`src/rtl/input_pkg.sv`:
```
// Shared definitions for board input readers: FSM state encoding and the
// default timing constants for the 6 MHz internal oscillator.
package input_pkg;

    typedef enum logic [1:0] {
        IDLE       = 2'd0,
        DB_PRESS   = 2'd1,
        PRESSED    = 2'd2,
        DB_RELEASE = 2'd3
    } btn_state_t;

    // 10 ms debounce window and 1 s long-press threshold at 6 MHz
    localparam int unsigned DEF_DEBOUNCE_CYCLES = 60000;
    localparam int unsigned DEF_LONG_CYCLES     = 6000000;

endpackage

```
`src/rtl/sync_2ff.sv`:
```
// Two-flop synchroniser for an asynchronous pad; the reset value lets the
// caller choose which level is seen while the design comes out of reset.
module sync_2ff #(
    parameter logic RST_VAL = 1'b0
) (
    input  logic clk,
    input  logic resetn,
    input  logic d,
    output logic q
);

    logic sync_p0;
    logic sync_p1;

    always_ff @(posedge clk or negedge resetn) begin
        if (!resetn) begin
            sync_p0 <= RST_VAL;
            sync_p1 <= RST_VAL;
        end else begin
            sync_p0 <= d;
            sync_p1 <= sync_p0;
        end
    end

    assign q = sync_p1;

endmodule

```
`src/rtl/button_input_reader.sv`:
```
// Debounced pushbutton reader: synchronises the pad, filters bounce, and
// reports a clean level, press/release/long-press pulses and a press count.
module button_input_reader
    import input_pkg::*;
#(
    parameter int unsigned DEBOUNCE_CYCLES = DEF_DEBOUNCE_CYCLES,
    parameter int unsigned LONG_CYCLES     = DEF_LONG_CYCLES,
    parameter bit          ACTIVE_LOW      = 1'b1,
    parameter int unsigned COUNT_W         = 8
) (
    input  logic               clk,
    input  logic               resetn,
    input  logic               btn_in,
    input  logic               clear_count,
    output logic               level,
    output logic               press_pulse,
    output logic               release_pulse,
    output logic               long_pulse,
    output logic [COUNT_W-1:0] press_count
);

    localparam int DB_W   = $clog2(DEBOUNCE_CYCLES);
    localparam int LONG_W = $clog2(LONG_CYCLES);
    localparam logic [DB_W-1:0]   DB_LAST   = DB_W'(DEBOUNCE_CYCLES - 1);
    localparam logic [LONG_W-1:0] LONG_LAST = LONG_W'(LONG_CYCLES - 1);

    logic p;
    logic s;

    btn_state_t         state, state_n;
    logic [DB_W-1:0]    dbcnt, dbcnt_n;
    logic [LONG_W-1:0]  longcnt, longcnt_n;
    logic               long_done, long_done_n;
    logic               level_n, press_n, release_n, long_n;
    logic [COUNT_W-1:0] count_n;

    // Normalise so 1 always means pressed; the synchroniser then resets to
    // the released level and no press can appear straight out of reset.
    assign p = btn_in ^ ACTIVE_LOW;

    sync_2ff #(.RST_VAL(1'b0)) u_sync (
        .clk    (clk),
        .resetn (resetn),
        .d      (p),
        .q      (s)
    );

    always_ff @(posedge clk or negedge resetn) begin
        if (!resetn) begin
            state         <= IDLE;
            dbcnt         <= '0;
            longcnt       <= '0;
            long_done     <= 1'b0;
            level         <= 1'b0;
            press_pulse   <= 1'b0;
            release_pulse <= 1'b0;
            long_pulse    <= 1'b0;
            press_count   <= '0;
        end else begin
            state         <= state_n;
            dbcnt         <= dbcnt_n;
            longcnt       <= longcnt_n;
            long_done     <= long_done_n;
            level         <= level_n;
            press_pulse   <= press_n;
            release_pulse <= release_n;
            long_pulse    <= long_n;
            press_count   <= count_n;
        end
    end

    always_comb begin
        state_n     = state;
        dbcnt_n     = dbcnt;
        longcnt_n   = longcnt;
        long_done_n = long_done;
        level_n     = level;
        press_n     = 1'b0;
        release_n   = 1'b0;
        long_n      = 1'b0;
        // Clear is applied first so a press in the same cycle still counts.
        count_n     = clear_count ? '0 : press_count;

        unique case (state)
            IDLE: begin
                if (s) begin
                    state_n = DB_PRESS;
                    dbcnt_n = '0;
                end
            end
            DB_PRESS: begin
                if (!s) begin
                    state_n = IDLE;
                end else if (dbcnt == DB_LAST) begin
                    state_n   = PRESSED;
                    level_n   = 1'b1;
                    press_n   = 1'b1;
                    count_n   = count_n + COUNT_W'(1);
                    longcnt_n = '0;
                end else begin
                    dbcnt_n = dbcnt + DB_W'(1);
                end
            end
            PRESSED, DB_RELEASE: begin
                // Hold time keeps accruing through a release glitch.
                if (longcnt != LONG_LAST)
                    longcnt_n = longcnt + LONG_W'(1);
                if (longcnt == LONG_LAST && !long_done) begin
                    long_n      = 1'b1;
                    long_done_n = 1'b1;
                end
                if (state == PRESSED) begin
                    if (!s) begin
                        state_n = DB_RELEASE;
                        dbcnt_n = '0;
                    end
                end else if (s) begin
                    state_n = PRESSED;
                end else if (dbcnt == DB_LAST) begin
                    state_n     = IDLE;
                    level_n     = 1'b0;
                    release_n   = 1'b1;
                    long_done_n = 1'b0;
                end else begin
                    dbcnt_n = dbcnt + DB_W'(1);
                end
            end
            default: state_n = IDLE;
        endcase
    end

endmodule

```
`config.mk`:
```
export PLATFORM = sky130hd
export DESIGN_NAME = button_input_reader
export DESIGN_NICKNAME = d
export VERILOG_FILES = /design/src/rtl/input_pkg.sv /design/src/rtl/sync_2ff.sv /design/src/rtl/button_input_reader.sv
export SDC_FILE = /design/constraint.sdc
export NUM_CORES = 1
export LEC_CHECK = 0
export ABC_AREA = 1
export ABC_CLOCK_PERIOD_IN_PS = 2110
export CORE_UTILIZATION = 60
export DETAILED_ROUTE_END_ITERATION = 6
export PLACE_DENSITY = 0.84
export SYNTH_ARGS = -nofsm -noshare
export SYNTH_HDL_FRONTEND = slang
export SYNTH_SLANG_ARGS = --single-unit
export TNS_END_PERCENT = 50
```
`constraint.sdc`:
```
create_clock -name clk -period 2.11 [get_ports clk]
set_input_delay 0.5275 -clock clk [delete_from_list [all_inputs] [get_ports clk]]
set_output_delay 0.5275 -clock clk [all_outputs]
set_load 0.05 [all_outputs]
```
-- Word-level counts from Yosys, hierarchy flattened
Cells that the tools add are included.
- add/sub/neg operators: 3
- equal/unequal tests: 16
- mux-type cells: 41
- bitwise operators: 1
- reductions and logical operators: 9
- operators by type and width (operator ; number):
    $mux W16 ; 6
    $mux W23 ; 3
    $pmux W16 S3 ; 1
    $pmux W23 S2 ; 1
    $mux W8 ; 4
    $add A23 B1 Y23 const B ; 1
    $eq A23 B23 Y1 const B ; 1
    $ne A23 B23 Y1 const B ; 1
    $mux W1 ; 17
    $add A16 B1 Y16 const B ; 1
    $eq A16 B16 Y1 const B ; 1
    $mux W2 ; 7
    $ne A2 B2 Y1 const B ; 5
    $add A8 B1 Y8 const B ; 1
    $reduce_and A4 Y1 ; 2
    $ne A3 B3 Y1 const B ; 2
    $pmux W2 S3 ; 1
    $reduce_and A6 Y1 ; 1
    $eq A2 B2 Y1 const B ; 2
    $ne A2 B1 Y1 const B ; 2
    $ne A4 B3 Y1 const B ; 1
    $reduce_and A3 Y1 ; 1
    $eq A2 B1 Y1 const B ; 1
    $logic_not A2 Y1 ; 1
    6 further kinds ; 6
- register bits: 56

-- Longest topological paths before layout
Gate-level depths: netlist of run 1.
- depth in word-level cells: 6
- depth in mapped cells: 12
- mapped depth without buffers: 12

-- Modules after synthesis
Synthesis of run 1 repeated with hierarchy kept, for this count alone.
- cell total of the unflattened synthesis: 462
- area, all modules: 3377.0 µm²
- modules (own cells, without submodules) (module ; instances ; cells an instance ; area an instance (µm²) ; sequential area each (µm²)):
    button_input_reader ; 1 ; 460 ; 3326.9 ; 1351.3
    sync_2ff ; 1 ; 2 ; 50.0 ; 50.0

-- Worst setup path after synthesis of run 1
No wires, ideal clock.
- kind: reg2reg
- start point: reg longcnt[0]
- end point: reg longcnt[14]
- data arrival time: 1482 ps
- required time: 1977 ps
- setup slack: 494 ps
- cell stages (with the launch flop): 11
- clock period less this slack: 1616 ps
- cells stage by stage: dfrtp_1 > ha_1 > nand3_2 > nor2_4 > nand3b_4 > nor2_4 > nor2_2 > nand2_8 > buf_12 > nand2_2 > o21ai_2
- word-level cells in the longest chain between the ends: 3
- elaborated cells between the ends (all ways): 6
- RTL lines (item ; RTL line ; source):
    start, declared ; button_input_reader.sv:32 ; logic [LONG_W-1:0] longcnt, longcnt_n;
    start signal, assigned ; button_input_reader.sv:62 ; longcnt <= longcnt_n;
    $add A23 B1 Y23 / $ne A23 B23 Y1 (equally long branches) ; button_input_reader.sv:107, button_input_reader.sv:106 ;
    $mux W23 / $ne A2 B2 Y1 (equally long branches) ; n/a ;
    $pmux W23 S2 / $reduce_and A4 Y1 (equally long branches) ; n/a ;
Parallel ways exist; a longest one is shown, timed or not. The select of a mux whose other input is x is not followed.
A chain may end at the register's enable or synchronous reset.

-- Worst setup path after layout of run 1
- start point: reg press_count[3]
- end point: out press_count[3]
- RTL lines (item ; RTL line ; source):
    start, declared ; button_input_reader.sv:19 ; output logic [COUNT_W-1:0] press_count
    start signal, assigned ; button_input_reader.sv:68 ; press_count <= count_n;
No word-level cell between the ends.

==> metrics.yaml, run 1 <==
grt:
  grt_first_pass_wirelength_mm: 12.07
  first_global_vias: 2726
  grt_max_degree: 40
  grt_usage_pct: 25.56
  grt_overflow_total: 0
  antenna_found_initial: 0
clock_network:
  numCtsBuffers: 5
  insertion_delay_ns: 0.32
  clockBufferDepth: 2
  root_buffer: "clkbuf_8"
  hold_buffers: 0
  post_cts_buffers: 0
  clkTransAtPathRegs_ns: 0.11
  cts_tree: "done"
  h-tree-depth: 2
  cts_sinks: 56
  cts_resized: 0
yosys:
  yosys.area.top_type_share_pct: 41.67
  synthAdderAreaFrac_pct: 1.116
  synth_seq_area_share_pct: 41.67
  netlist_area_um2: 3363
  synth-seq-cells: 56
  synthSimpleGateAreaFrac_pct: 36.87
  yosys.cell_types.count: 36
  synth-compound-area-share_pct: 6.808
  yosysTopAreaCell: "dfrtp_1"
  synth.avg_cell_area_um2: 7.592
  synthCells: 443
  synth_xor_area_share_pct: 4.948
  synth_mux_area_share_pct: 0
  synth_warnings: 0
  synth_top_family_by_area: "simple AND/OR/NAND/NOR gates"
  syn_nets: 450
  yosys-top-cells-area: "dfrtp_1, nand2_1, nor2_1"
layout:
  syn2layout_area_growth_pct: 9.524
  fillCellCount: 427
  nets: 470
  drive_above_1_share_pct: 13.36
  antenna_cells: 0
  stdcell_area_um2: 3684
drt:
  viasPerCell: 5.273
  vias: 2816
  first_pass_iters: 5
  ant_nets: 0
  drc: 0
  routedWlPerCell_um: 12.70
  drt_wl_total_mm: 6.781
  drt_iter0_markers: 149
sta:
  slew_viol_final: 0
  fmax_mhz: 485.2
  setup_slack_ns: 0.04906
  hold_ws_ns: 0.1422
  slew_headroom_pct: 66.37
  period_minus_slack_ns: 2.061
  rsz0062_at_grt: "no"
  period_share_pct: 97.67
  skew_ns: 0.008789
  hold_viol_final: 0
  setup_violations: 0
  fin_tns_setup_ns: 0
  worstMarginPinSlew_ns: 0.5029
power_and_ir_drop:
  p_int_mw: 1.397
  net-switching-power_uw: 492.4
  pwr-share-comb_pct: 6.4
  p_leak_nw: 1.709
  p_sw_share_pct: 26.06
  total_power_mw: 1.889
  vdd_drop_max_uv: 340.1
  pwr_density_cell_nw_per_um2: 512.9
  clkPwrFrac_pct: 33.7
  power.share.sequential_pct: 60.0
setup_path:
  arrival_ns: 1.53
  crit_buf_inv: 1
  path_delay_family: "buffers and inverters"
  path_cells: "clkdlybuf4s50_1"
  crit_type: "reg -> out"
  worst_path_largest_cell_delay_ns: 0.81
  reg2reg_setup_slack_ns: 0.23
  path_max_fanout: 3
  endpoint_kind: "output port"
  required_ns: 1.58
  worst_setup_path_start_kind: "register"
  slowest_stage: "clkdlybuf4s50_1"
  cp_num_cells: 1
  r2r.worst_path.cells: 10
placement:
  dp_hpwl_mm: 5.112
  dpl-instance-area_um2: 3583
  gp_congestion: 0.9835
  io_buffers: 15
  dpl_worst_slack_ns: 0.04305
run_status:
  status: "finished, final reports clean"
min_path:
  hold_class: "in -> async"
floorplan:
  die_w_um: 76.87
  dieArea_um2: 5909
  design.core.area_um2: 5238
  io_pins: 16
  rows: 26
  initial_core_util_pct: 64.21
  die_y_um: 76.87
job:
  maxCapViolCount: 0
[synthesized netlist by cell type, drive strengths merged]
library cell    n
a21oi           7
a31oi           3
buf             5
clkbuf          2
dfrtp          56
ha              3
inv            57
nand2         130
nand3          31
nand3b          1
nand4          10
nor2           68
nor3           20
nor3b           1
nor4            1
o21a            2
o21ai          21
o22ai           1
o31ai           1
or2             4
xnor2           2
xor2           17
[kinds of logic (layout without fill, tap and decap cells)]
logic type                 Yosys count  after routing
AOI/OAI and AO/OA                   35             35
xor gates and xnor gates            19             19
adders and majority gates            3              3
buffers and inverters               64             85
DFF                                 56             56
and+or+nand+nor                    266            266
[power by group through the flow]
stage	registers (mW)	logic, mW	clock network, mW
after floorplan	1.14	0.0788	0
after global placement	1.15	0.115	0
after detailed placement	1.15	0.121	0
after CTS	1.13	0.122	0.657
after global routing	1.14	0.137	0.694
final	1.13	0.120	0.637
[area by class of cell]
cell class / instances / area [um^2] / area share [%]
Clock inverter: 3 / 28.78 / 0.7813
Tap cell: 70 / 87.58 / 2.378
Sequential cell: 56 / 1401 / 38.04
Timing Repair Buffer: 20 / 210.2 / 5.707
Clock buffer: 5 / 68.82 / 1.868
Multi-Input combinational cell: 323 / 1673 / 45.41
Inverter: 57 / 214.0 / 5.808
[stage by stage]
step	util [%]	cells
final	70.33	534
after global routing	70.33	534
after CTS	70.28	534
after detailed placement	68.42	526
after global placement	68.42	526
after floorplan	-	443
[final timing paths]
kind | start | to
setup reg to reg | longcnt[0]$_DFFE_PN0P_ | longcnt[15]$_DFFE_PN0P_
min in group clk | u_sync.sync_p0$_DFF_PN0_ | u_sync.q$_DFF_PN0_
max in group asynchronous | resetn | longcnt[7]$_DFFE_PN0P_
hold / removal | resetn | longcnt[13]$_DFFE_PN0P_
setup / recovery | press_count[3]$_DFF_PN0_ | press_count[3]
hold reg to reg | u_sync.sync_p0$_DFF_PN0_ | u_sync.q$_DFF_PN0_
[routing by layer]
layer	global-route usage (%)	share of wire (%)	vias to the layer above
met5	0	0	-
met4	9.808	1.2	0
met3	4.405	3.1	8
met2	45.89	51	47
met1	30.21	44	1325
li1	-	-	1436
[registers in the layout, summed over array words and instances (netlist names), named ones only]
| register | count |
|---|---|
| longcnt | 23 |
| dbcnt | 16 |
| press_count | 8 |
| level | 1 |
| long_done | 1 |
| long_pulse | 1 |
| press_pulse | 1 |
| release_pulse | 1 |
| state | 1 |
| u_sync.q | 1 |
| u_sync.sync_p0 | 1 |
[placed cells by master, fill, tap and decap left out, types with 3 or more instances in the layout]
cell type,n
nor2_1,59
o21ai_2,11
ha_1,3
dfrtp_1,56
clkdlybuf4s50_1,13
buf_4,3
clkbuf_8,5
or2_2,3
xor2_1,17
inv_1,52
o21ai_0,9
nor2_4,5
nand2_2,14
inv_2,5
nor3_1,18
nand3_1,30
nor2_2,4
nand2_1,115
nand4_1,9
a21oi_1,7
a31oi_1,3
Power figures use the tool's default switching activity.
==> run 2: changes to the inputs <==
--- a/config.mk
+++ b/config.mk
@@ -7,6 +7,7 @@
 export LEC_CHECK = 0
 export ABC_AREA = 1
 export ABC_CLOCK_PERIOD_IN_PS = 2110
+export CORE_ASPECT_RATIO = 0.7
 export CORE_UTILIZATION = 60
 export DETAILED_ROUTE_END_ITERATION = 6
 export PLACE_DENSITY = 0.84
==> run 2 against run 1 <==
  * Utilization fell by 0.90 points
  * Sequential share of layout area decreased by 0.052 points
  * Final cell count increased by 0.56%
  * Cell area up 0.14%
  * Clock-buffer cell count increased by 1
  * Combinational power hardly changed
  * Clock skew up 0.0011 ns
  * Global-route usage grew 1.6 points
==> metrics.yaml, run 2 (synthesis gave the netlist of run 1 again) <==
run_status:
  status: "finished, final reports clean"  # unchanged
drt:
  drt_wl_total_mm: 7.443  # was 6.781 mm
  drt_iter0_markers: 285  # was 149
  first_pass_iters: 5  # unchanged
  viasPerCell: 5.492  # was 5.273
  routedWlPerCell_um: 13.86  # was 12.70 um
  vias: 2949  # was 2816
  drc: 0  # unchanged
  ant_nets: 0  # unchanged
layout:
  syn2layout_area_growth_pct: 9.673  # was 9.524%
  layout_common_cells: "nand2_1, nor2_1, dfrtp_1"  # unchanged
  regArea_um2: 1401  # unchanged
  nets: 471  # was 470
  multi_input_area_um2: 1673  # unchanged
  drive_above_1_share_pct: 13.55  # was 13.36%
  instances_no_fill: 537  # was 534
  final_common_cell: "nand2_1"  # unchanged
  largest_reg_flops: 23  # unchanged
  top_regs: "longcnt x23, dbcnt x16, press_count x8"  # unchanged
  top_register: "longcnt"  # unchanged
  postLayoutCoreUtil_pct: 69.43  # was 70.33%
  antenna_cells: 0  # unchanged
  fillCellCount: 425  # was 427
grt:
  antenna_found_initial: 0  # unchanged
  grt_overflow_total: 0  # unchanged
  grt_first_pass_wirelength_mm: 12.45  # was 12.07 mm
  grt_max_degree: 57  # was 40
  grt_usage_pct: 27.17  # was 25.56%
  first_global_vias: 2682  # was 2726
floorplan:
  dieArea_um2: 5914  # was 5909 um^2
  die_w_um: 91.49  # was 76.87 um
  rows: 22  # was 26
  initial_core_util_pct: 63.31  # was 64.21%
  design.core.area_um2: 5313  # was 5238 um^2
  io_pins: 16  # unchanged
  die_y_um: 64.64  # was 76.87 um
power_and_ir_drop:
  pwr_density_cell_nw_per_um2: 508.8  # was 512.9 nW/um^2
  power.share.sequential_pct: 60.4  # was 60.0%
  vdd_drop_max_uv: 418.1  # was 340.1 uV
  pwr-share-comb_pct: 6.5  # was 6.4%
  clkPwrFrac_pct: 33.1  # was 33.7%
  p_leak_nw: 1.713  # was 1.709 nW
  p_sw_share_pct: 24.95  # was 26.06%
  p_int_mw: 1.409  # was 1.397 mW
  net-switching-power_uw: 468.2  # was 492.4 uW
  total_power_mw: 1.877  # was 1.889 mW
clock_network:
  insertion_delay_ns: 0.32  # about the same
  hold_buffers: 0  # unchanged
  clockBufferDepth: 2  # unchanged
  numCtsBuffers: 5  # unchanged
  h-tree-depth: 2  # unchanged
  post_cts_buffers: 0  # unchanged
  clkTransAtPathRegs_ns: 0.10  # was 0.11 ns
  cts_sinks: 56  # unchanged
  root_buffer: "clkbuf_8"  # unchanged
  cts_tree: "done"  # unchanged
  cts_resized: 0  # unchanged
setup_path:
  slowest_stage: "clkdlybuf4s50_1"  # unchanged
  arrival_ns: 1.55  # was 1.53 ns
  path_delay_family: "buffers and inverters"  # unchanged
  crit_type: "reg -> out"  # unchanged
  reg2reg_setup_slack_ns: 0.17  # was 0.23 ns
  endpoint_kind: "output port"  # unchanged
  crit_buf_inv: 1  # unchanged
  required_ns: 1.58  # about the same
  worst_path_largest_cell_delay_ns: 0.82  # was 0.81 ns
  path_max_fanout: 3  # unchanged
  path_cells: "clkdlybuf4s50_1"  # unchanged
  worst_setup_path_start_kind: "register"  # unchanged
placement:
  dp_hpwl_mm: 5.385  # was 5.112 mm
  gp_congestion: 0.9575  # was 0.9835
  io_buffers: 15  # unchanged
  dpl_worst_slack_ns: -0.01225  # was 0.04305 ns
  dpl.cell_count: 529  # was 526
sta:
  hold_viol_final: 0  # unchanged
  slew_headroom_pct: 65.24  # was 66.37%
  period_minus_slack_ns: 2.081  # was 2.061 ns
  fmax_mhz: 480.4  # was 485.2 MHz
  skew_ns: 0.009916  # was 0.008789 ns
  setup_slack_ns: 0.02854  # was 0.04906 ns
  worstMarginPinSlew_ns: 0.5174  # was 0.5029 ns
  slew_viol_final: 0  # unchanged
  period_share_pct: 98.65  # was 97.67%
  rsz0062_at_grt: "no"  # unchanged
  hold_ws_ns: 0.1841  # was 0.1422 ns
  setup_violations: 0  # unchanged
job:
  maxCapViolCount: 0  # unchanged
min_path:
  hold_class: "in -> async"  # unchanged
-- run 2: cell count changes in the layout (fill, tap and decap cells not counted), sizes merged --
cell and delta:
clkinv +2, inv -3, clkbuf +1, buf +1
-- run 2: per-stage QoR --
| step | instance area [um^2] | TNS [ns] |
|---|---|---|
| after floorplan | 3363 | 0 |
| after global placement | 3593 | 0 |
| final | 3689 | 0 |
| after CTS | 3686 | 0 |
| after global routing | 3689 | 0 |
| after detailed placement | 3593 | -0.01986 |
-- run 2: cell type report --
cell class / count / share of cell area, %
Clock buffer: 6 / 2.239
Clock inverter: 2 / 0.2714
Inverter: 57 / 5.801
Multi-Input combinational cell: 323 / 45.35
Sequential cell: 56 / 37.99
Tap cell: 72 / 2.442
Timing Repair Buffer: 21 / 5.902
-- run 2: path summary, 6_finish.rpt --
kind | from | endpoint | cells after the start
hold / removal | resetn | dbcnt[2]$_DFFE_PN0P_ | 2
max in group asynchronous | resetn | press_count[1]$_DFF_PN0_ | 2
setup reg to reg | dbcnt[0]$_DFFE_PN0P_ | longcnt[13]$_DFFE_PN0P_ | 11
setup / recovery | press_count[3]$_DFF_PN0_ | press_count[3] | 1
min in group clk | u_sync.sync_p0$_DFF_PN0_ | u_sync.q$_DFF_PN0_ | 0
hold reg to reg | u_sync.sync_p0$_DFF_PN0_ | u_sync.q$_DFF_PN0_ | 0
-- run 2: layer usage --
layer / up-vias / GRT usage, % / share of wire (%)
li1: 1443 / - / -
met1: 1364 / 39.95 / 50
met2: 127 / 40.41 / 41
met3: 15 / 5.516 / 7.2
met4: 0 / 8.532 / 1.4
met5: - / 0 / 0
-- run 2: power groups by stage --
| stage | clock network, mW | registers (mW) | logic, mW |
|---|---|---|---|
| final | 0.621 | 1.13 | 0.123 |
| after global routing | 0.676 | 1.14 | 0.141 |
| after global placement | 0 | 1.15 | 0.116 |
| after detailed placement | 0 | 1.15 | 0.125 |
| after CTS | 0.632 | 1.13 | 0.125 |
| after floorplan | 0 | 1.14 | 0.0788 |
